File: src/rtl/div_pkg.sv
// Shared types and constants for the keypad-driven divider front end.
package div_pkg;

    localparam int DEFAULT_WIDTH = 8;
    localparam logic [3:0] ERR_NIBBLE = 4'hE;

    typedef enum logic [2:0] {
        ENTER_A,
        ENTER_B,
        START,
        WAIT,
        SHOW,
        ERR
    } state_e;

    function automatic int hex_digits(input int width);
        return width / 4;
    endfunction

endpackage

File: src/rtl/operand_entry_fsm.sv
// Collects hex operands from key events, runs one division with a timeout
// and drives the value/mask pair for the 7-segment multiplexer.
module operand_entry_fsm
    import div_pkg::*;
#(
    parameter int WIDTH   = DEFAULT_WIDTH,
    parameter int TIMEOUT = 1024
) (
    input  logic                           clk,
    input  logic                           rst,
    input  logic                           key_valid,
    input  logic [3:0]                     key_code,
    input  logic                           div_done,
    input  logic [WIDTH-1:0]               quotient,
    input  logic [WIDTH-1:0]               remainder,
    output logic [WIDTH-1:0]               a_bin,
    output logic [WIDTH-1:0]               b_bin,
    output logic                           div_start,
    output logic                           busy,
    output logic                           err,
    output logic [2*WIDTH-1:0]             disp_val,
    output logic [2*hex_digits(WIDTH)-1:0] disp_mask
);

    localparam int N  = hex_digits(WIDTH);
    localparam int CW = (N > 1) ? $clog2(N + 1) : 1;
    localparam int TW = (TIMEOUT > 2) ? $clog2(TIMEOUT) : 1;

    // key_valid is a one-cycle qualifier with no backpressure; div_start is a
    // one-cycle request and div_done is only honoured while in WAIT.
    state_e            state, nxt_state;
    logic [CW-1:0]     cnt, nxt_cnt;
    logic [TW-1:0]     timer, nxt_timer, timer_inc;
    logic [WIDTH-1:0]  q_reg, r_reg, nxt_q, nxt_r, nxt_a, nxt_b;
    logic [WIDTH-1:0]  shift_a, shift_b;
    logic [2*WIDTH-1:0] nxt_disp;
    logic [2*N-1:0]    nxt_mask;
    int                entered;

    assign shift_a   = (a_bin << 4) | WIDTH'(key_code);
    assign shift_b   = (b_bin << 4) | WIDTH'(key_code);
    assign timer_inc = timer + TW'(1);

    always_comb begin
        nxt_state = state;
        nxt_cnt   = cnt;
        nxt_timer = timer;
        nxt_a     = a_bin;
        nxt_b     = b_bin;
        nxt_q     = q_reg;
        nxt_r     = r_reg;
        case (state)
            ENTER_A: if (key_valid) begin
                nxt_a = shift_a;
                if (cnt == CW'(N - 1)) begin
                    nxt_cnt   = '0;
                    nxt_state = ENTER_B;
                end else begin
                    nxt_cnt = cnt + CW'(1);
                end
            end
            ENTER_B: if (key_valid) begin
                nxt_b = shift_b;
                if (cnt == CW'(N - 1)) begin
                    nxt_cnt   = '0;
                    nxt_state = (shift_b == '0) ? ERR : START;
                end else begin
                    nxt_cnt = cnt + CW'(1);
                end
            end
            START: begin
                nxt_timer = '0;
                nxt_state = WAIT;
            end
            WAIT: begin
                if (div_done) begin
                    nxt_q     = quotient;
                    nxt_r     = remainder;
                    nxt_state = SHOW;
                end else if (timer_inc == TW'(TIMEOUT - 1)) begin
                    nxt_state = ERR;
                end else begin
                    nxt_timer = timer_inc;
                end
            end
            SHOW, ERR: if (key_valid) begin
                // The first key of a new operation is already digit one of A.
                nxt_a     = WIDTH'(key_code);
                nxt_b     = '0;
                nxt_state = (N == 1) ? ENTER_B : ENTER_A;
                nxt_cnt   = (N == 1) ? CW'(0) : CW'(1);
            end
            default: nxt_state = ENTER_A;
        endcase
    end

    // Display is derived from next-state values so it registers alongside them.
    always_comb begin
        entered  = 2 * N;
        nxt_mask = '0;
        nxt_disp = {nxt_a, nxt_b};
        if (nxt_state == ENTER_A) entered = int'(nxt_cnt);
        if (nxt_state == ENTER_B) entered = N + int'(nxt_cnt);
        if (nxt_state == SHOW)    nxt_disp = {nxt_q, nxt_r};
        if (nxt_state == ERR)     nxt_disp = {(2 * N){ERR_NIBBLE}};
        for (int i = 0; i < 2 * N; i++) begin
            nxt_mask[i] = ((2 * N - 1 - i) < entered);
        end
    end

    always_ff @(posedge clk) begin
        if (rst) begin
            state     <= ENTER_A;
            cnt       <= '0;
            timer     <= '0;
            a_bin     <= '0;
            b_bin     <= '0;
            q_reg     <= '0;
            r_reg     <= '0;
            div_start <= 1'b0;
            busy      <= 1'b0;
            err       <= 1'b0;
            disp_val  <= '0;
            disp_mask <= '0;
        end else begin
            state     <= nxt_state;
            cnt       <= nxt_cnt;
            timer     <= nxt_timer;
            a_bin     <= nxt_a;
            b_bin     <= nxt_b;
            q_reg     <= nxt_q;
            r_reg     <= nxt_r;
            div_start <= (nxt_state == START);
            busy      <= (nxt_state == START) || (nxt_state == WAIT);
            err       <= (nxt_state == ERR);
            disp_val  <= nxt_disp;
            disp_mask <= nxt_mask;
        end
    end

endmodule

File: config.mk
export PLATFORM = sky130hd
export DESIGN_NAME = operand_entry_fsm
export DESIGN_NICKNAME = d
export VERILOG_FILES = /design/src/rtl/div_pkg.sv /design/src/rtl/operand_entry_fsm.sv
export SDC_FILE = /design/constraint.sdc
export NUM_CORES = 1
export LEC_CHECK = 0
export BUFFER_PORTS_ARGS = -buffer_cell sky130_fd_sc_hd__buf_2
export CAP_MARGIN = 5
export CORE_MARGIN = 2
export CORE_UTILIZATION = 55
export CTS_CLUSTER_DIAMETER = 80
export CTS_CLUSTER_SIZE = 25
export DETAILED_ROUTE_END_ITERATION = 6
export PLACE_DENSITY = 0.84
export SLEW_MARGIN = 5
export SYNTH_ARGS = -nofsm -noshare
export SYNTH_HDL_FRONTEND = slang
export SYNTH_SLANG_ARGS = --single-unit
File: constraint.sdc
create_clock -name clk -period 2.6 [get_ports clk]
set_clock_uncertainty 0.2 [all_clocks]
set_input_delay 0.26 -clock clk [delete_from_list [all_inputs] [get_ports clk]]
set_output_delay 0.26 -clock clk [all_outputs]
set_load 0.02 [all_outputs]
# Word-level counts from Yosys, hierarchy flattened

Cells that the tools add are included.

Register bits: 70
Input bits: 24

Add/sub/neg operators: 3
$lt $le $gt $ge: 4
Equality and inequality tests: 14
Muxes and demuxes: 30
Bitwise gates (word level): 2
Reductions and logical operators: 9

Operators by type and width:

| operator                                                              | count |
|---|---|
| 3-bit by 32-bit < comparator with 1-bit output, first input constant  | 2 |
| 8-bit 2-to-1 mux                                                      | 8 |
| 1-bit by 32-bit < comparator with 1-bit output, first input constant  | 1 |
| 2-bit by 32-bit < comparator with 1-bit output, first input constant  | 1 |
| 16-bit 2-to-1 mux                                                     | 2 |
| 32-bit 2-to-1 mux                                                     | 1 |
| 8-bit case mux with 2 select lines                                    | 2 |
| 3-bit 2-to-1 mux                                                      | 9 |
| 10-bit 2-to-1 mux                                                     | 2 |
| 10-bit case mux with 2 select lines                                   | 1 |
| 8-bit by 4-bit bitwise OR with 8-bit output                           | 2 |
| 3-bit case mux with 5 select lines                                    | 1 |
| 3-bit by 2-bit equality test with 1-bit output, second input constant | 4 |
| 3-bit equality test, second input constant                            | 4 |
| 10-bit by 1-bit adder with 10-bit output, second input constant       | 1 |
| 10-bit equality test, second input constant                           | 1 |
| 8-bit zero test                                                       | 1 |
| 3-bit by 1-bit equality test with 1-bit output, second input constant | 2 |
| 3-bit zero test                                                       | 2 |
| 2-bit 2-to-1 mux                                                      | 3 |
| 2-bit OR reduction                                                    | 3 |
| 2-bit inequality test, second input constant                          | 2 |
| 2-bit case mux with 2 select lines                                    | 1 |
| 2-bit by 2-bit adder with 3-bit output, first input constant          | 1 |
| other kinds (5)                                                       | 5 |

# Longest topological paths before layout

Gate-level depths: netlist of run 1.

Word-level depth: 10
Mapped depth: 9
Depth with buffers taken out: 7

# Worst setup path after synthesis of run 1

No wires, ideal clock.

Path type: reg2reg
Start: register timer[0]
End: register disp_val[12]
Data arrival time: 2.114 ns
Data required time: 2.328 ns
Setup slack: 0.215 ns
Stages on the path, launching flop included: 10
Path buffers: 2
Cell sequence: dfxtp_1 -> ha_1 -> buf_2 -> nand3_1 -> nor2_1 -> xnor2_1 -> a211oi_4 -> o31ai_4 -> buf_8 -> mux2i_1

Longest elaborated chain between the ends: 7
Elaborated cells between the ends (all ways): 9
Classes of those cells: add/sub: 1; eq/ne: 3; mux: 4; reduce/logical: 1

Ends and longest elaborated chain:

| element                                                        | line                                               | RTL |
|---|---|---|
| from (decl)                                                    | operand_entry_fsm.sv:33                            | `logic [TW-1:0] timer, nxt_timer, timer_inc;` |
| from (signal assigned)                                         | operand_entry_fsm.sv:128                           | `timer <= nxt_timer;` |
| 10-bit by 1-bit adder with 10-bit output *                     | operand_entry_fsm.sv:42                            | `assign timer_inc = timer + TW'(1);` |
| 10-bit equality test *                                         | operand_entry_fsm.sv:80                            | `end else if (timer_inc == TW'(TIMEOUT - 1)) begin` |
| 3-bit 2-to-1 mux *                                             | operand_entry_fsm.sv:80                            |  |
| 3-bit 2-to-1 mux *                                             | operand_entry_fsm.sv:76                            | `if (div_done) begin` |
| 3-bit case mux with 5 select lines *                           | operand_entry_fsm.sv:52                            | `case (state)` |
| 3-bit equality test (on tied branches)                         | operand_entry_fsm.sv:104, operand_entry_fsm.sv:105 |  |
| 16-bit 2-to-1 mux / 2-bit OR reduction (equally long branches) | -                                                  |  |
| to (signal assigned)                                           | operand_entry_fsm.sv:136                           | `disp_val <= nxt_disp;` |
| to (decl)                                                      | operand_entry_fsm.sv:21                            | `output logic [2*WIDTH-1:0] disp_val,` |

Mark *: on every way between the ends. The rest lies on a longest branch, timed or not.
A chain may end at the register's enable or synchronous reset.

# Final worst setup path of run 1

Start: register timer[0]
End: register timer[0]

Longest elaborated chain between the ends: 4
Elaborated cells between the ends (all ways): 7
Classes of those cells: add/sub: 1; eq/ne: 2; mux: 3; reduce/logical: 1

Ends and longest elaborated chain:

| element                                                                                            | line |
|---|---|
| 10-bit by 1-bit adder with 10-bit output *                                                         | operand_entry_fsm.sv:42 |
| 10-bit equality test / 10-bit 2-to-1 mux (equally long branches)                                   | operand_entry_fsm.sv:80 |
| 2-bit inequality test (no source line) / 10-bit 2-to-1 mux (equally long branches)                 | - |
| 3-bit AND reduction (no source line) / 10-bit case mux with 2 select lines (equally long branches) | - |

Mark *: on every way between the ends. The rest lies on a longest branch, timed or not. The select of a mux whose other input is x is not followed.

==> results.cfg, run 1 <==
[floorplanning]
initial_utilization = 0.562
ioPinCount = 63
die_h_um = 81.6
rows = 28
fp.dieW_um = 81.6
coreArea_um2 = 5890
dieArea_um2 = 6660

[cts]
cts.htree.levels = 3
clock-sinks = 70
ctsRootBufferMaster = clkbuf_8
insertion_delay_ns = 0.36
cts_buffer_depth = 2
cts_tree = built
clk_pin_slew_worst_paths_ns = 0.08
numCtsBuffers = 9

[grt]
grt_use_total = 0.269
grt_pass1_vias = 2877
grt_pass1_wl_um = 13600
grt_start_max_net_pins = 32
antenna_found_initial = 0
grt_overflow = 0

[drt]
drc = 0
ant_nets = 0
firstDrtPassIters = 5
drt_wl_total_um = 8360
viasPerCell = 5.71
num_vias = 3168
wl_per_cell_um = 15.1
drtIter0Drc = 357

[worst_hold_path]
min_path_type = in -> reg
min_from = quotient[3]

[final_layout]
multi_input_area_um2 = 1690
final_util = 0.699
reg.largest.list = disp_val x16, timer x10
nNetsFinal = 502
seqCellArea_um2 = 1400
area_growth_syn_to_layout_pct = 24.2
nFillCells = 457
largest_reg_flops = 16
antenna_cells = 0
max_flop_register = disp_val
drive_above_1_share = 0.273

[setup_path]
crit_path_end_kind = flip-flop
worst-setup-path-type = reg -> reg
critPathMaxFanout = 7
cp.required_ns = 2.66
crit_start = timer[0]
reg2reg_from = timer[0]
worst_ep_arrival_time_ns = 2.51
startpoint_type = flip-flop

[synth]
synth-seq-cells = 70
yosysWarnings = 0
synth_fp_nets = 424
syn_area_um2 = 3310
synthArstFlopShare = 0
syn_avg_cell_area_um2 = 8.34
synthCells = 397
seq_area_frac_synth = 0.423
synth_cell_types = 59
synth_edf_count = 0
synth_ff_type = dfxtp_1

[placement]
io_buffers = 62
routabilityCongestion = 0.940
hpwl_um = 5520

[sta]
slew-limit-headroom = 0.629
period_share = 0.942
max_slew.worst_pin.slew_ns = 0.551
max_freq_mhz = 408
finalSetupViolCount = 0
period_minus_slack_ns = 2.45
fin_setup_tns_ns = 0
maxSlewViolCount = 0
hold_violations = 0
grt_setup_unrepaired = false

[power_and_ir_drop]
ir_drop_uv = 426
leakage_nw = 1.79
powerDensity_nw_per_um2 = 606

[flow_run]
maxCapViolations = 0

[run_status]
status = completed
kinds of logic (layout without fill, tap and decap cells):
| family | after synthesis | in the layout | synth area share |
|---|---|---|---|
| mux | 11 | 11 | 0.0348 |
| flops | 70 | 70 | 0.423 |
| compound gates | 104 | 104 | 0.221 |
| fa+ha+maj | 4 | 4 | 0.0144 |
| buf+inv | 52 | 135 | 0.0695 |
| simple gates | 153 | 153 | 0.229 |
| xor+xnor | 3 | 3 | 0.00794 |
path summary, 6_finish.rpt:
path | endpoint | slack (ns) | cells past startpoint
hold reg to reg | q_reg[4] | 0.27 | 2
setup / recovery | timer[0] | 0.15 | 8
setup reg to reg | timer[0] | 0.15 | 8
hold / removal | q_reg[3] | 0.03 | 3
timing repair:
item,4_1_cts,5_1_grt
resized for setup,0,4
buffers inserted,0,1
hold buffers,15,0
endpoints found under the hold margin,15,0
endpoints found under the setup margin,0,17
where the power goes:
| part | switching (mW) | internal, mW | total, mW |
|---|---|---|---|
| sequential | 0.0316 | 1.12 | 1.15 |
| clock | 0.429 | 0.542 | 0.972 |
| combinational | 0.216 | 0.156 | 0.372 |
| total | 0.677 | 1.82 | 2.49 |
synthesized netlist by cell type, types with 2 or more instances:
| library cell | n | share of area |
|---|---|---|
| dfxtp_1 | 70 | 0.42 |
| nand2_1 | 55 | 0.062 |
| a21oi_1 | 41 | 0.062 |
| nor2_1 | 31 | 0.035 |
| inv_1 | 26 | 0.029 |
| or2_2 | 16 | 0.030 |
| clkbuf_1 | 14 | 0.016 |
| nand2b_1 | 14 | 0.026 |
| nand3_1 | 12 | 0.018 |
| o21ai_1 | 11 | 0.017 |
| mux2i_1 | 10 | 0.030 |
| a211oi_1 | 9 | 0.020 |
| a211oi_2 | 7 | 0.026 |
| buf_2 | 7 | 0.011 |
| o21ai_0 | 7 | 0.011 |
| nor3_1 | 5 | 0.0076 |
| a22oi_1 | 4 | 0.0091 |
| nand4_1 | 4 | 0.0076 |
| ha_1 | 3 | 0.011 |
| a22o_1 | 2 | 0.0053 |
| a31oi_1 | 2 | 0.0038 |
| a32o_1 | 2 | 0.0060 |
| and3_1 | 2 | 0.0038 |
| and3_4 | 2 | 0.0068 |
| buf_4 | 2 | 0.0045 |
| o211ai_1 | 2 | 0.0045 |
| o32ai_1 | 2 | 0.0053 |
| or3_1 | 2 | 0.0038 |
| or4_1 | 2 | 0.0045 |
| xnor2_1 | 2 | 0.0053 |
placed cells by master (no fill, tap or decap), types with 4 or more instances in the layout:
| cell | n |
|---|---|
| nor3_1 | 4 |
| nand4_1 | 4 |
| inv_1 | 26 |
| nand2_1 | 54 |
| buf_4 | 14 |
| a211oi_2 | 7 |
| a22oi_1 | 4 |
| buf_2 | 62 |
| nand2b_1 | 13 |
| a211oi_1 | 9 |
| or2_2 | 16 |
| a21oi_1 | 41 |
| o21ai_0 | 7 |
| nor2_1 | 31 |
| o21ai_1 | 11 |
| clkbuf_8 | 9 |
| mux2i_1 | 10 |
| dfxtp_1 | 70 |
| dlygate4sd3_1 | 15 |
| nand3_1 | 12 |
layout make-up:
cell class | count | share of cell area
Multi-Input combinational cell | 275 | 0.411
Sequential cell | 70 | 0.341
Timing Repair Buffer | 93 | 0.147
Clock buffer | 9 | 0.0301
Clock inverter | 7 | 0.0237
Inverter | 26 | 0.0237
Tap cell | 75 | 0.0228
per-stage QoR:
stage	cells	total power [mW]	instance area, um^2	worst slack (ns)	hold slack, ns
floorplan	397	1.40	3310	0.215	0.214
global placement	523	1.50	3720	0.238	0.249
detailed placement	523	1.51	3720	0.0961	0.260
CTS	554	2.49	4090	0.0611	0.0207
global route	555	2.59	4110	0.00123	0.0257
finish	555	2.49	4110	0.151	0.0293
critical path, stage by stage (launching register included):
cell,delay [ns]
dfxtp_1,0.47
ha_2,0.33
nand3_1,0.16
nor2_1,0.16
xnor2_1,0.15
a211oi_4,0.30
buf_4,0.18
o21ai_2,0.11
a211oi_1,0.30
metal layers:
metal,global-route usage,vias up,share of wire
met2,0.411,136,0.47
met5,0,-,0
li1,-,1525,-
met4,0.138,0,0.028
met3,0.0626,25,0.067
met1,0.356,1482,0.43
No activity file was read; power rests on OpenSTA's default activity.
==> inputs of run 2 (changes only) <==
--- a/config.mk
+++ b/config.mk
@@ -7,10 +7,11 @@
 export LEC_CHECK = 0
 export BUFFER_PORTS_ARGS = -buffer_cell sky130_fd_sc_hd__buf_2
 export CAP_MARGIN = 5
+export CORE_ASPECT_RATIO = 1.2
 export CORE_MARGIN = 2
 export CORE_UTILIZATION = 55
 export CTS_CLUSTER_DIAMETER = 80
-export CTS_CLUSTER_SIZE = 25
+export CTS_CLUSTER_SIZE = 30
 export DETAILED_ROUTE_END_ITERATION = 6
 export PLACE_DENSITY = 0.84
 export SLEW_MARGIN = 5
==> run 2 against run 1 <==
Critical path depth down 1. Cell count up 0.72%. Sequential power about the same. Maximum frequency up 0.39%. Worst hold slack better by 0.12 ns. Clock-buffer cell count up 3. Register-to-register slack about the same. Worst setup slack better by 0.0096 ns.
==> results.cfg, run 2 (synthesized netlist as in run 1, its figures left out) <==
[run_status]
status = completed

[floorplanning]
dieArea_um2 = 6660
initial_utilization = 0.576
coreArea_um2 = 5740
ioPinCount = 63
die_h_um = 89.0
rows = 30
fp.dieW_um = 74.8

[placement]
io_buffers = 62
hpwl_um = 5540
routabilityCongestion = 0.932

[setup_path]
worst-setup-path-type = reg -> reg
critPathMaxFanout = 9
cp_slowest_cell = dfxtp_1
startpoint_type = flip-flop
crit_path_end_kind = flip-flop
cp_cell_sequence = nand3_4 -> a2111oi_4 -> a21oi_2 -> a211oi_4 -> buf_4 -> o21ai_2 -> a211oi_1
cp.required_ns = 2.66
cpPeakStageDelay_ns = 0.57
worst_ep_arrival_time_ns = 2.50

[final_layout]
nNetsFinal = 501
reg.largest.list = disp_val x16, timer x10
most-common-layout-cells = dfxtp_1, buf_2, nand2_1
antenna_cells = 0
area_growth_syn_to_layout_pct = 22.8
max_flop_register = disp_val
nFillCells = 452
largest_reg_flops = 16
final_common_cell = dfxtp_1
drive_above_1_share = 0.265
final_util = 0.708

[grt]
grt_pass1_wl_um = 13500
grt_overflow = 0
grt_pass1_vias = 3016
grt_start_max_net_pins = 38
grt_use_total = 0.265
antenna_found_initial = 0

[sta]
slew-limit-headroom = 0.563
maxSlewViolCount = 0
finalSetupViolCount = 0
grt_setup_unrepaired = false
max_freq_mhz = 410
period_share = 0.938
fin_setup_tns_ns = 0
period_minus_slack_ns = 2.44
hold_violations = 0
max_slew.worst_pin.slew_ns = 0.656

[cts]
clk_pin_slew_worst_paths_ns = 0.07
cts_buffer_depth = 2
insertion_delay_ns = 0.35
numCtsBuffers = 9
post_cts_buffers = 0
cts.htree.levels = 3
cts_tree = built
ctsRootBufferMaster = clkbuf_8
clock-sinks = 70

[drt]
firstDrtPassIters = 4
num_vias = 3078
drc = 0
drtIter0Drc = 149
ant_nets = 0
viasPerCell = 5.51
drt_wl_total_um = 8200
wl_per_cell_um = 14.7

[power_and_ir_drop]
powerDensity_nw_per_um2 = 559
ir_drop_uv = 442
leakage_nw = 1.77

[flow_run]
maxCapViolations = 0

[worst_hold_path]
min_path_type = in -> reg
run 2: changes by cell type in the layout (fill, tap and decap cells not counted), sizes merged:
cell	previous run	this run
clkinv	2	3
dlygate4sd3	15	16
clkbuf	9	12
buf	78	76
inv	27	26
bufinv	2	0
clkinvlp	2	1
run 2: final timing paths:
kind	start	end	slack (ns)	cells after the start
worst max-delay path	timer[2]	timer[0]	0.16	7
worst min-delay path	key_code[0]	a_bin[0]	0.15	4
worst max register to register	timer[2]	timer[0]	0.16	7
worst min register to register	q_reg[4]	q_reg[4]	0.26	2
run 2: area by class of cell:
type | count | area [um^2] | area share
Tap cell | 80 | 100 | 0.0246
Sequential cell | 70 | 1400 | 0.345
Clock buffer | 12 | 145 | 0.0357
Multi-Input combinational cell | 275 | 1700 | 0.417
Clock inverter | 4 | 22.5 | 0.00554
Inverter | 26 | 97.6 | 0.0240
Timing Repair Buffer | 92 | 601 | 0.148
run 2: where the power goes:
part	leakage, nW	total (mW)	switching [mW]	internal (mW)
Combinational	1.12	0.364	0.213	0.151
Clock	0.0861	0.763	0.395	0.368
Sequential	0.567	1.15	0.0289	1.12
Total	1.77	2.27	0.637	1.64
run 2: through the flow:
step                instances  hold WS (ns)  power, mW  area, um^2  setup slack (ns)
floorplan                 397         0.214       1.40        3310             0.215
global placement          527         0.251       1.50        3720             0.189
detailed placement        527         0.253       1.51        3720            0.0849
CTS                       559         0.131       2.27        4050            0.0646
global route              559         0.145       2.36        4060            0.0198
finish                    559         0.146       2.27        4060             0.160
run 2: what timing repair did:
item                                    in CTS  in global routing
endpoints found under the hold margin       16                  0
hold buffers                                16                  0
resized for setup                            0                  6
endpoints found under the setup margin       0                 15
run 2: layer usage:
layer  GRT usage  share of wire  up-vias
met2       0.472           0.53       86
met4       0.131          0.022        0
met3      0.0699          0.047       18
met1       0.286           0.40     1452
li1            -              -     1522
met5           0              0        -
run 2: critical path: cells and delay by family, from the launching register on:
family | cells | cell delay, ns
buffers and inverters | 1 | 0.20
AND/OR/NAND/NOR | 1 | 0.16
flip-flops | 1 | 0.57
AO/OA/AOI/OAI | 5 | 1.22
